--- config.mk ---
export PLATFORM = sky130hd
export DESIGN_NAME = ex_data_loader
export DESIGN_NICKNAME = d
export VERILOG_FILES = /design/src/rtl/ld_pkg.sv /design/src/rtl/ld_req_arbiter.sv /design/src/rtl/ex_data_loader.sv
export SDC_FILE = /design/constraint.sdc
export NUM_CORES = 1
export LEC_CHECK = 0
export BUFFER_PORTS_ARGS = -buffer_cell sky130_fd_sc_hd__buf_2
export CORE_MARGIN = 2
export CORE_UTILIZATION = 50
export CTS_CLUSTER_SIZE = 10
export DETAILED_ROUTE_END_ITERATION = 10
export PLACE_DENSITY = 0.74
export SETUP_SLACK_MARGIN = 0.3
export SKIP_LAST_GASP = 1
export SYNTH_ARGS = -nofsm -noshare
export SYNTH_HDL_FRONTEND = slang
export SYNTH_HIERARCHICAL = 1
export SYNTH_SLANG_ARGS = --single-unit
--- constraint.sdc ---
create_clock -name clk -period 3.1 [get_ports clk]
set_input_delay 0.62 -clock clk [delete_from_list [all_inputs] [get_ports clk]]
set_output_delay 0.62 -clock clk [all_outputs]
set_load 0.02 [all_outputs]
--- src/rtl/ld_pkg.sv ---
// ld_pkg: shared definitions for the host-side data loader.
//   - network geometry and the per-region word counts derived from it
//   - region codes (one per controller load request, also the priority order)
//   - loader FSM state encoding
package ld_pkg;

   localparam int unsigned FRT_CELL = 32;
   localparam int unsigned MID_CELL = 20;
   localparam int unsigned BCK_CELL = 10;
   localparam int unsigned IMG_SIZE = 18;
   localparam int unsigned CONV_K   = 3;

   localparam int unsigned CONV_WORDS_DEF = CONV_K * CONV_K;
   localparam int unsigned FCW1_WORDS_DEF = FRT_CELL * MID_CELL;
   localparam int unsigned FCW2_WORDS_DEF = MID_CELL * BCK_CELL;
   localparam int unsigned IMG_WORDS_DEF  = IMG_SIZE * IMG_SIZE;
   localparam int unsigned ANS_WORDS_DEF  = BCK_CELL;

   localparam int unsigned NUM_REQ = 7;

   // Code value doubles as the bit index in the request / done vectors
   // and as priority rank (lower code wins).
   typedef enum logic [2:0] {
      REG_CW1  = 3'd0,
      REG_CW2  = 3'd1,
      REG_CW3  = 3'd2,
      REG_FCW1 = 3'd3,
      REG_FCW2 = 3'd4,
      REG_IMG  = 3'd5,
      REG_ANS  = 3'd6
   } region_e;

   typedef enum logic [1:0] {
      ST_IDLE      = 2'd0,
      ST_LOAD      = 2'd1,
      ST_DONE      = 2'd2,
      ST_WAIT_DROP = 2'd3
   } ld_state_e;

endpackage

--- src/rtl/ld_req_arbiter.sv ---
// ld_req_arbiter: combinational fixed-priority encoder for the load requests.
// Ports:
//   req    in  [NUM_REQ]  request vector, bit index = region code
//   region out region_e   highest-priority active region (lowest index)
//   valid  out 1          any request active
//   multi  out 1          more than one request active
module ld_req_arbiter
   import ld_pkg::*;
(
   input  logic [NUM_REQ-1:0] req,
   output region_e            region,
   output logic               valid,
   output logic               multi
);

   localparam logic [NUM_REQ-1:0] ONE = NUM_REQ'(1);

   logic found;

   always_comb begin
      region = REG_CW1;
      found  = 1'b0;
      for (int unsigned i = 0; i < NUM_REQ; i++) begin
         if (req[i] && !found) begin
            region = region_e'(i[2:0]);
            found  = 1'b1;
         end
      end
   end

   assign valid = |req;
   // Clearing the lowest set bit leaves something only if two or more were set.
   assign multi = (req & (req - ONE)) != '0;

endmodule

--- src/rtl/ex_data_loader.sv ---
// ex_data_loader: host-side loader feeding the accelerator's external write port.
// On a controller load request it accepts that region's word count from a host
// valid/ready stream, writes words at addresses 0..N-1, then pulses done_*.
// Ports:
//   clk, reset              clock, synchronous active-high reset
//   s_data/s_valid/s_ready  host word stream (s_ready from registered state only)
//   conv_weight1..right_answer  load requests from the controller
//   ex_data/ex_addr/ex_we   registered write port to the accelerator top
//   done_*                  one-cycle region-complete pulses
//   busy                    FSM not idle
//   err_multi_req           sticky: several requests seen together while idle
module ex_data_loader
   import ld_pkg::*;
#(
   parameter int unsigned DATA_W     = 16,
   parameter int unsigned ADDR_W     = 16,
   parameter int unsigned CW1_WORDS  = CONV_WORDS_DEF,
   parameter int unsigned CW2_WORDS  = CONV_WORDS_DEF,
   parameter int unsigned CW3_WORDS  = CONV_WORDS_DEF,
   parameter int unsigned FCW1_WORDS = FCW1_WORDS_DEF,
   parameter int unsigned FCW2_WORDS = FCW2_WORDS_DEF,
   parameter int unsigned IMG_WORDS  = IMG_WORDS_DEF,
   parameter int unsigned ANS_WORDS  = ANS_WORDS_DEF
)(
   input  logic              clk,
   input  logic              reset,
   input  logic [DATA_W-1:0] s_data,
   input  logic              s_valid,
   output logic              s_ready,
   input  logic              conv_weight1,
   input  logic              conv_weight2,
   input  logic              conv_weight3,
   input  logic              fc_weight1,
   input  logic              fc_weight2,
   input  logic              img_input,
   input  logic              right_answer,
   output logic [DATA_W-1:0] ex_data,
   output logic [ADDR_W-1:0] ex_addr,
   output logic              ex_we,
   output logic              done_conv_weight1,
   output logic              done_conv_weight2,
   output logic              done_conv_weight3,
   output logic              done_fc_weight1,
   output logic              done_fc_weight2,
   output logic              done_img_input,
   output logic              done_right_answer,
   output logic              busy,
   output logic              err_multi_req
);

   // One extra bit so a full 2^ADDR_W region size is representable.
   localparam int unsigned SZ_W = ADDR_W + 1;

   logic [NUM_REQ-1:0] req;
   region_e            arb_region;
   logic               arb_valid;
   logic               arb_multi;

   ld_state_e          state_q,   state_d;
   region_e            region_q,  region_d;
   logic [ADDR_W-1:0]  cnt_q,     cnt_d;
   logic [SZ_W-1:0]    size_q,    size_d;
   logic               ex_we_q,   ex_we_d;
   logic [DATA_W-1:0]  ex_data_q, ex_data_d;
   logic [ADDR_W-1:0]  ex_addr_q, ex_addr_d;
   logic [NUM_REQ-1:0] done_q,    done_d;
   logic               err_q,     err_d;

   logic accept;
   logic req_held;
   logic last_word;

   assign req = {right_answer, img_input, fc_weight2, fc_weight1,
                 conv_weight3, conv_weight2, conv_weight1};

   ld_req_arbiter u_arb (
      .req    (req),
      .region (arb_region),
      .valid  (arb_valid),
      .multi  (arb_multi)
   );

   function automatic logic [SZ_W-1:0] region_words(input region_e r);
      case (r)
         REG_CW1:  return SZ_W'(CW1_WORDS);
         REG_CW2:  return SZ_W'(CW2_WORDS);
         REG_CW3:  return SZ_W'(CW3_WORDS);
         REG_FCW1: return SZ_W'(FCW1_WORDS);
         REG_FCW2: return SZ_W'(FCW2_WORDS);
         REG_IMG:  return SZ_W'(IMG_WORDS);
         default:  return SZ_W'(ANS_WORDS);
      endcase
   endfunction

   assign s_ready   = (state_q == ST_LOAD) && ({1'b0, cnt_q} < size_q);
   assign accept    = s_valid && s_ready;
   assign req_held  = req[region_q];
   assign last_word = ({1'b0, cnt_q} == (size_q - SZ_W'(1)));

   always_comb begin
      state_d   = state_q;
      region_d  = region_q;
      cnt_d     = cnt_q;
      size_d    = size_q;
      ex_we_d   = 1'b0;
      ex_data_d = ex_data_q;
      ex_addr_d = ex_addr_q;
      done_d    = '0;
      err_d     = err_q;

      case (state_q)
         ST_IDLE: begin
            if (arb_valid) begin
               region_d = arb_region;
               cnt_d    = '0;
               size_d   = region_words(arb_region);
               state_d  = ST_LOAD;
               if (arb_multi) err_d = 1'b1;
            end
         end
         ST_LOAD: begin
            if (accept) begin
               ex_we_d   = 1'b1;
               ex_data_d = s_data;
               ex_addr_d = cnt_q;
               cnt_d     = cnt_q + ADDR_W'(1);
            end
            // A dropped request aborts even on the final word: the write
            // still lands, but the region is not reported complete.
            if (!req_held)                 state_d = ST_IDLE;
            else if (accept && last_word)  state_d = ST_DONE;
         end
         ST_DONE: begin
            done_d  = NUM_REQ'(1) << region_q;
            state_d = ST_WAIT_DROP;
         end
         ST_WAIT_DROP: begin
            if (!req_held) state_d = ST_IDLE;
         end
         default: state_d = ST_IDLE;
      endcase
   end

   always_ff @(posedge clk) begin
      if (reset) begin
         state_q   <= ST_IDLE;
         region_q  <= REG_CW1;
         cnt_q     <= '0;
         size_q    <= '0;
         ex_we_q   <= 1'b0;
         ex_data_q <= '0;
         ex_addr_q <= '0;
         done_q    <= '0;
         err_q     <= 1'b0;
      end else begin
         state_q   <= state_d;
         region_q  <= region_d;
         cnt_q     <= cnt_d;
         size_q    <= size_d;
         ex_we_q   <= ex_we_d;
         ex_data_q <= ex_data_d;
         ex_addr_q <= ex_addr_d;
         done_q    <= done_d;
         err_q     <= err_d;
      end
   end

   assign ex_we             = ex_we_q;
   assign ex_data           = ex_data_q;
   assign ex_addr           = ex_addr_q;
   assign done_conv_weight1 = done_q[REG_CW1];
   assign done_conv_weight2 = done_q[REG_CW2];
   assign done_conv_weight3 = done_q[REG_CW3];
   assign done_fc_weight1   = done_q[REG_FCW1];
   assign done_fc_weight2   = done_q[REG_FCW2];
   assign done_img_input    = done_q[REG_IMG];
   assign done_right_answer = done_q[REG_ANS];
   assign busy              = (state_q != ST_IDLE);
   assign err_multi_req     = err_q;

endmodule

Yosys cells after proc, flatten, opt, wreduce, memory -nomap -nowiden
Index checks and enable logic that the tools add are counted.
{ "classes": {"addsub": 3, "order_cmp": 2, "n_eq_ne": 13, "shift": 1, "n_mux": 24, "bitwise_logic": 3, "reduce_logical": 29} }
{ "op_table": {"columns": ["op", "count"], "rows": [
  ["$pmux 10 s4", 1],
  ["$mux 16", 2],
  ["$pmux 16 s2", 1],
  ["$eq 16x17->1", 1],
  ["$lt 16x17->1", 1],
  ["$sub 17x1->17 const B", 1],
  ["$add 16x1->16 const B", 1],
  ["$mux 2", 6],
  ["$logic_and 1x1->1", 9],
  ["$mux 1", 9],
  ["$mux 3", 3],
  ["$reduce_and 3->1", 3],
  ["$pmux 2 s4", 1],
  ["$and 7x7->7", 1],
  ["$reduce_bool 7->1", 1],
  ["$reduce_or 7->1", 1],
  ["$shl 1x3->7 const A", 1],
  ["$sub 7x1->7 const B", 1],
  ["$eq 3x2->1 const B", 2],
  ["$eq 3x3->1 const B", 2],
  ["$logic_not 1->1", 6],
  ["$ne 2x2->1 const B", 3],
  ["$eq 2x2->1 const B", 2],
  ["$lt 3x4->1 const B", 1],
  ["11 further kinds", 15]
]} }
{ "totals": {"register_bits": 79, "inputBits": 26, "out_inout_bits": 43, "wordCells": 84} }

Longest topological paths before layout
{ "logic_depth": {"depth_word": 22, "mapped_depth": 11, "ltp_nobuf": 8} }

Cells and area by module
The synthesis kept the hierarchy.
{ "by_module_without_submodules": {"columns": ["mod", "instances", "cells_each", "area_per_inst_um2", "seq_area_each_um2"], "rows": [
  ["ex_data_loader", 1, 365, 3059.2, 1381.3],
  ["ld_req_arbiter", 1, 17, 111.4, 0.0]
]} }

Worst setup path after synthesis
Ideal clock, no wire load.
{ "synth_path": {"path_type": "register to output", "from": "reg size_q[7]", "to": "out s_ready", "arrival_ns": 1.703, "required_ns": 2.480, "slack_ns": 0.777, "path_stages_with_launch": 8, "n_path_buf": 1, "cell_sequence": "dfxtp_1 clkbuf_1 inv_1 ha_1 a211o_1 o211ai_1 and4_4 and2_1"} }
{ "synth_between": {"elab_chain_cells": 2} }
{ "synth_rtl": {"columns": ["item", "line_no", "rtl"], "rows": [
  ["start, declared", "ex_data_loader.sv:62", "logic [SZ_W-1:0] size_q, size_d;"],
  ["start signal, assigned", "ex_data_loader.sv:159", "size_q <= size_d;"],
  ["$lt 16x17->1", "ex_data_loader.sv:95", "assign s_ready = (state_q == ST_LOAD) && ({1'b0, cnt_q} < size_q);"],
  ["$logic_and 1x1->1", "ex_data_loader.sv:95", null],
  ["end, declared", "ex_data_loader.sv:29", "output logic s_ready,"]
]} }
Every way passes these cells.

Worst setup path after layout
Same ends and word-level chain as after synthesis.

==> reports/summary.json <==
{
  "final.period_utilization": {"value": 87.5, "unit": "%"},
  "timing.max_cap.violations": {"value": 0},
  "cts_buffer_depth": {"value": 2},
  "antenna_violating_nets_post_route": {"value": 0},
  "post_synthesis_cell_type_with_the_largest_combined_area": {"value": "dfxtp_1"},
  "yosysWarningCount": {"value": 6},
  "timing.setup.tns": {"value": 0, "unit": "ps"},
  "final_net_count": {"value": 480},
  "worst_hold_slack": {"value": 452, "unit": "ps"},
  "synth_async_sr_flop_share": {"value": 0, "unit": "%"},
  "layout_setup_ws": {"value": 386, "unit": "ps"},
  "grt_antenna_before_repair": {"value": 0},
  "netlist_instances": {"value": 382},
  "power.internal": {"value": 0.00152, "unit": "W"},
  "cts.root.buffer_cell": {"value": "clkbuf_8"},
  "routed_wire_length_per_instance": {"value": 13.9, "unit": "um"},
  "clock_tree.htree_level_count": {"value": 3},
  "placement.io_buffers": {"value": 68},
  "required": {"value": 2480, "unit": "ps"},
  "syn_nets": {"value": 418},
  "rows": {"value": 29},
  "postSynth.topFlopCell": {"value": "dfxtp_1"},
  "hp-class": {"value": "register to register"},
  "grt_start_max_net_pins": {"value": 29},
  "cpLargestDelayFamily": {"value": "flip-flops"},
  "clk_pin_slew": {"value": 70, "unit": "ps"},
  "multiInputGateArea": {"value": 1640, "unit": "um^2"},
  "crit_path_max_fanout": {"value": 8},
  "vias_per_cell": {"value": 5.58},
  "power-per-cell-area": {"value": 529, "unit": "nW/um^2"},
  "first_global_vias": {"value": 2647},
  "cts_num_sinks": {"value": 69},
  "die-height": {"value": 83.6, "unit": "um"},
  "rsz_0062_raised_after_global_routing": {"value": "false"},
  "routed-via-count": {"value": 2936},
  "cts_buffers": {"value": 9},
  "sw_frac_of_total": {"value": 24.3, "unit": "%"},
  "hold_viol_final": {"value": 0},
  "finalWorstPathRequiredPeriod": {"value": 2710, "unit": "ps"},
  "netlist_top_cells_area": {"value": "dfxtp_1 44%, nand2_1 8.2%, a21oi_1 8.1%, ha_1 3.9%, nor2_1 3.0%"},
  "wire_length_of_the_first_global_routing_pass": {"value": 12200, "unit": "um"},
  "power.share.combinational": {"value": 10.7, "unit": "%"},
  "max_freq": {"value": 0.369, "unit": "GHz"},
  "report.final.setup_viol": {"value": 0},
  "synth_top_area_share": {"value": 43.6, "unit": "%"},
  "timing_worst_setup_path_type": {"value": "register to output port"},
  "pwr-share-seq": {"value": 45.9, "unit": "%"},
  "io_pins": {"value": 69},
  "pre_cts_ws": {"value": 441, "unit": "ps"},
  "tritoncts_clock_tree": {"value": "done"},
  "design.die.area": {"value": 6990, "unit": "um^2"},
  "post_synth_most_frequent_cells": {"value": "69 x dfxtp_1, 69 x nand2_1, 51 x a21oi_1"},
  "cp_num_buf_inv": {"value": 2},
  "drt_wl_total": {"value": 7300, "unit": "um"},
  "net-switching-power": {"value": 0.000489, "unit": "W"},
  "seq_cells_post_synth": {"value": 69},
  "sequential_cell_area": {"value": 1390, "unit": "um^2"},
  "synth_edf_count": {"value": 0},
  "leakage": {"value": 1.52, "unit": "nW"},
  "max-slew-margin-rel": {"value": 48.7, "unit": "%"},
  "gp_congestion": {"value": 0.858},
  "synth_cell_types": {"value": 53},
  "maximum_vdd_drop": {"value": 0.392, "unit": "mV"},
  "result_of_the_run": {"value": "finished clean"},
  "layout.filler_cells": {"value": 573},
  "worst-endpoint-arrival": {"value": 2090, "unit": "ps"},
  "finalClockSkew": {"value": 9.31, "unit": "ps"},
  "tightestPinTransition": {"value": 763, "unit": "ps"},
  "worst_path_max_delay_cell": {"value": "dfxtp_1"},
  "core": {"value": 6240, "unit": "um^2"},
  "postSynthAreaPerCell": {"value": 8.30, "unit": "um^2"},
  "drive_gt1_share": {"value": 22.9, "unit": "%"},
  "drc": {"value": 0},
  "effective_utilization_at_floorplan": {"value": 50.8, "unit": "%"},
  "post-dp-hpwl": {"value": 5180, "unit": "um"},
  "timing.critical_path.from_type": {"value": "register"},
  "power.total": {"value": 0.00201, "unit": "W"},
  "synth_sequential_area_ratio": {"value": 43.6, "unit": "%"},
  "timing_max_transition_violations_final": {"value": 0},
  "clock_latency": {"value": 340, "unit": "ps"},
  "area_growth_from_synthesis_to_layout": {"value": 19.9, "unit": "%"},
  "mappedNetlistArea": {"value": 3170, "unit": "um^2"},
  "critical_path.cell_chain": {"value": "inv_1, ha_1, a211o_1, o211ai_1, and4_4, and2_1, buf_2"},
  "delay_of_the_slowest_cell_on_the_worst_path": {"value": 480, "unit": "ps"},
  "global_route.overflow_total": {"value": 0},
  "power_frac_clock": {"value": 43.4, "unit": "%"},
  "end_kind": {"value": "output port"},
  "antenna_cells_inserted": {"value": 0},
  "drt_pass1_iterations": {"value": 5},
  "initialDrtViolationCount": {"value": 210},
  "die_x": {"value": 83.6, "unit": "um"},
  "grt_usage": {"value": 21.1, "unit": "%"}
}
## final timing paths
kind	end	slack [ps]	cells past startpoint	startpoint
worst max-delay path	s_ready	390	7	size_q[7]
worst min-delay path	ex_data[14]	450	2	ex_data[14]
worst max register to register	cnt_q[8]	560	7	cnt_q[3]
worst min register to register	ex_data[14]	450	2	ex_data[14]
## kinds of logic (layout without fill, tap and decap cells)
| group | Yosys count | after routing | synth area share [%] |
|---|---|---|---|
| AO/OA/AOI/OAI | 93 | 93 | 18.2 |
| AND/OR/NAND/NOR | 163 | 163 | 26.1 |
| XOR/XNOR | 7 | 7 | 1.93 |
| adder cells (fa/ha/maj) | 11 | 11 | 4.26 |
| flip-flops | 69 | 69 | 43.6 |
| multiplexers | 2 | 2 | 1.03 |
| buffers and inverters | 37 | 104 | 4.85 |
## timing repair
item,4_1_cts,5_1_grt
setup buffers,0,2
pin swaps,0,2
hold buffers,0,0
endpoints found under the setup margin,1,1
gates resized for setup,1,5
## cell type report
class / count / area share, %
Inverter: 13 / 1.28
Clock inverter: 6 / 2.93
Multi-Input combinational cell: 276 / 43.0
Sequential cell: 69 / 36.5
Tap cell: 77 / 2.53
Clock buffer: 10 / 3.36
Timing Repair Buffer: 75 / 10.3
## cell usage in the layout (no fill, tap or decap), types with 9 or more instances in the layout
master / netlist / layout
clkbuf_8: 0 / 9
nand3_1: 11 / 11
and2_1: 13 / 13
ha_1: 10 / 10
dfxtp_1: 69 / 65
a21oi_1: 51 / 51
inv_1: 13 / 13
nor2_1: 25 / 25
buf_2: 6 / 68
nand2_1: 69 / 69
## registers in the layout, summed over array words and instances, names as in the netlist, named ones only
signal / flops
ex_data: 16
ex_we: 1
region_q: 3
ex_addr: 16
cnt_q: 16
state_q: 1
size_q: 7
done_q: 7
err_multi_req: 1
## routing by layer
| metal | global-route usage, % | routed length, um | up-vias |
|---|---|---|---|
| li1 | - | - | 1454 |
| met5 | 0 | 0 | - |
| met4 | 8.80 | 171 | 0 |
| met1 | 29.3 | 3270 | 1354 |
| met2 | 31.1 | 3350 | 111 |
| met3 | 5.74 | 506 | 17 |
## metrics by stage
stage | area, um^2 | utilization, % | std cells
floorplan | 3170 | - | 382
global placement | 3540 | 56.7 | 508
detailed placement | 3540 | 56.7 | 508
CTS | 3780 | 60.6 | 524
global route | 3800 | 60.9 | 526
finish | 3800 | 60.9 | 526
## tightest hold or removal path, cell delays in order, from the launching register on
cell and delay (ps):
dfxtp_1 310, nand2_1 50, a21oi_1 50
## power by group through the flow
stage	clock network [W]	logic (W)	registers [W]
after floorplan	0	0.000140	0.000951
after global routing	0.000929	0.000237	0.000925
after detailed placement	0	0.000211	0.000943
after CTS	0.000881	0.000212	0.000923
after global placement	0	0.000207	0.000943
final	0.000873	0.000214	0.000922
Note: power is estimated with default switching activity, not from simulation.
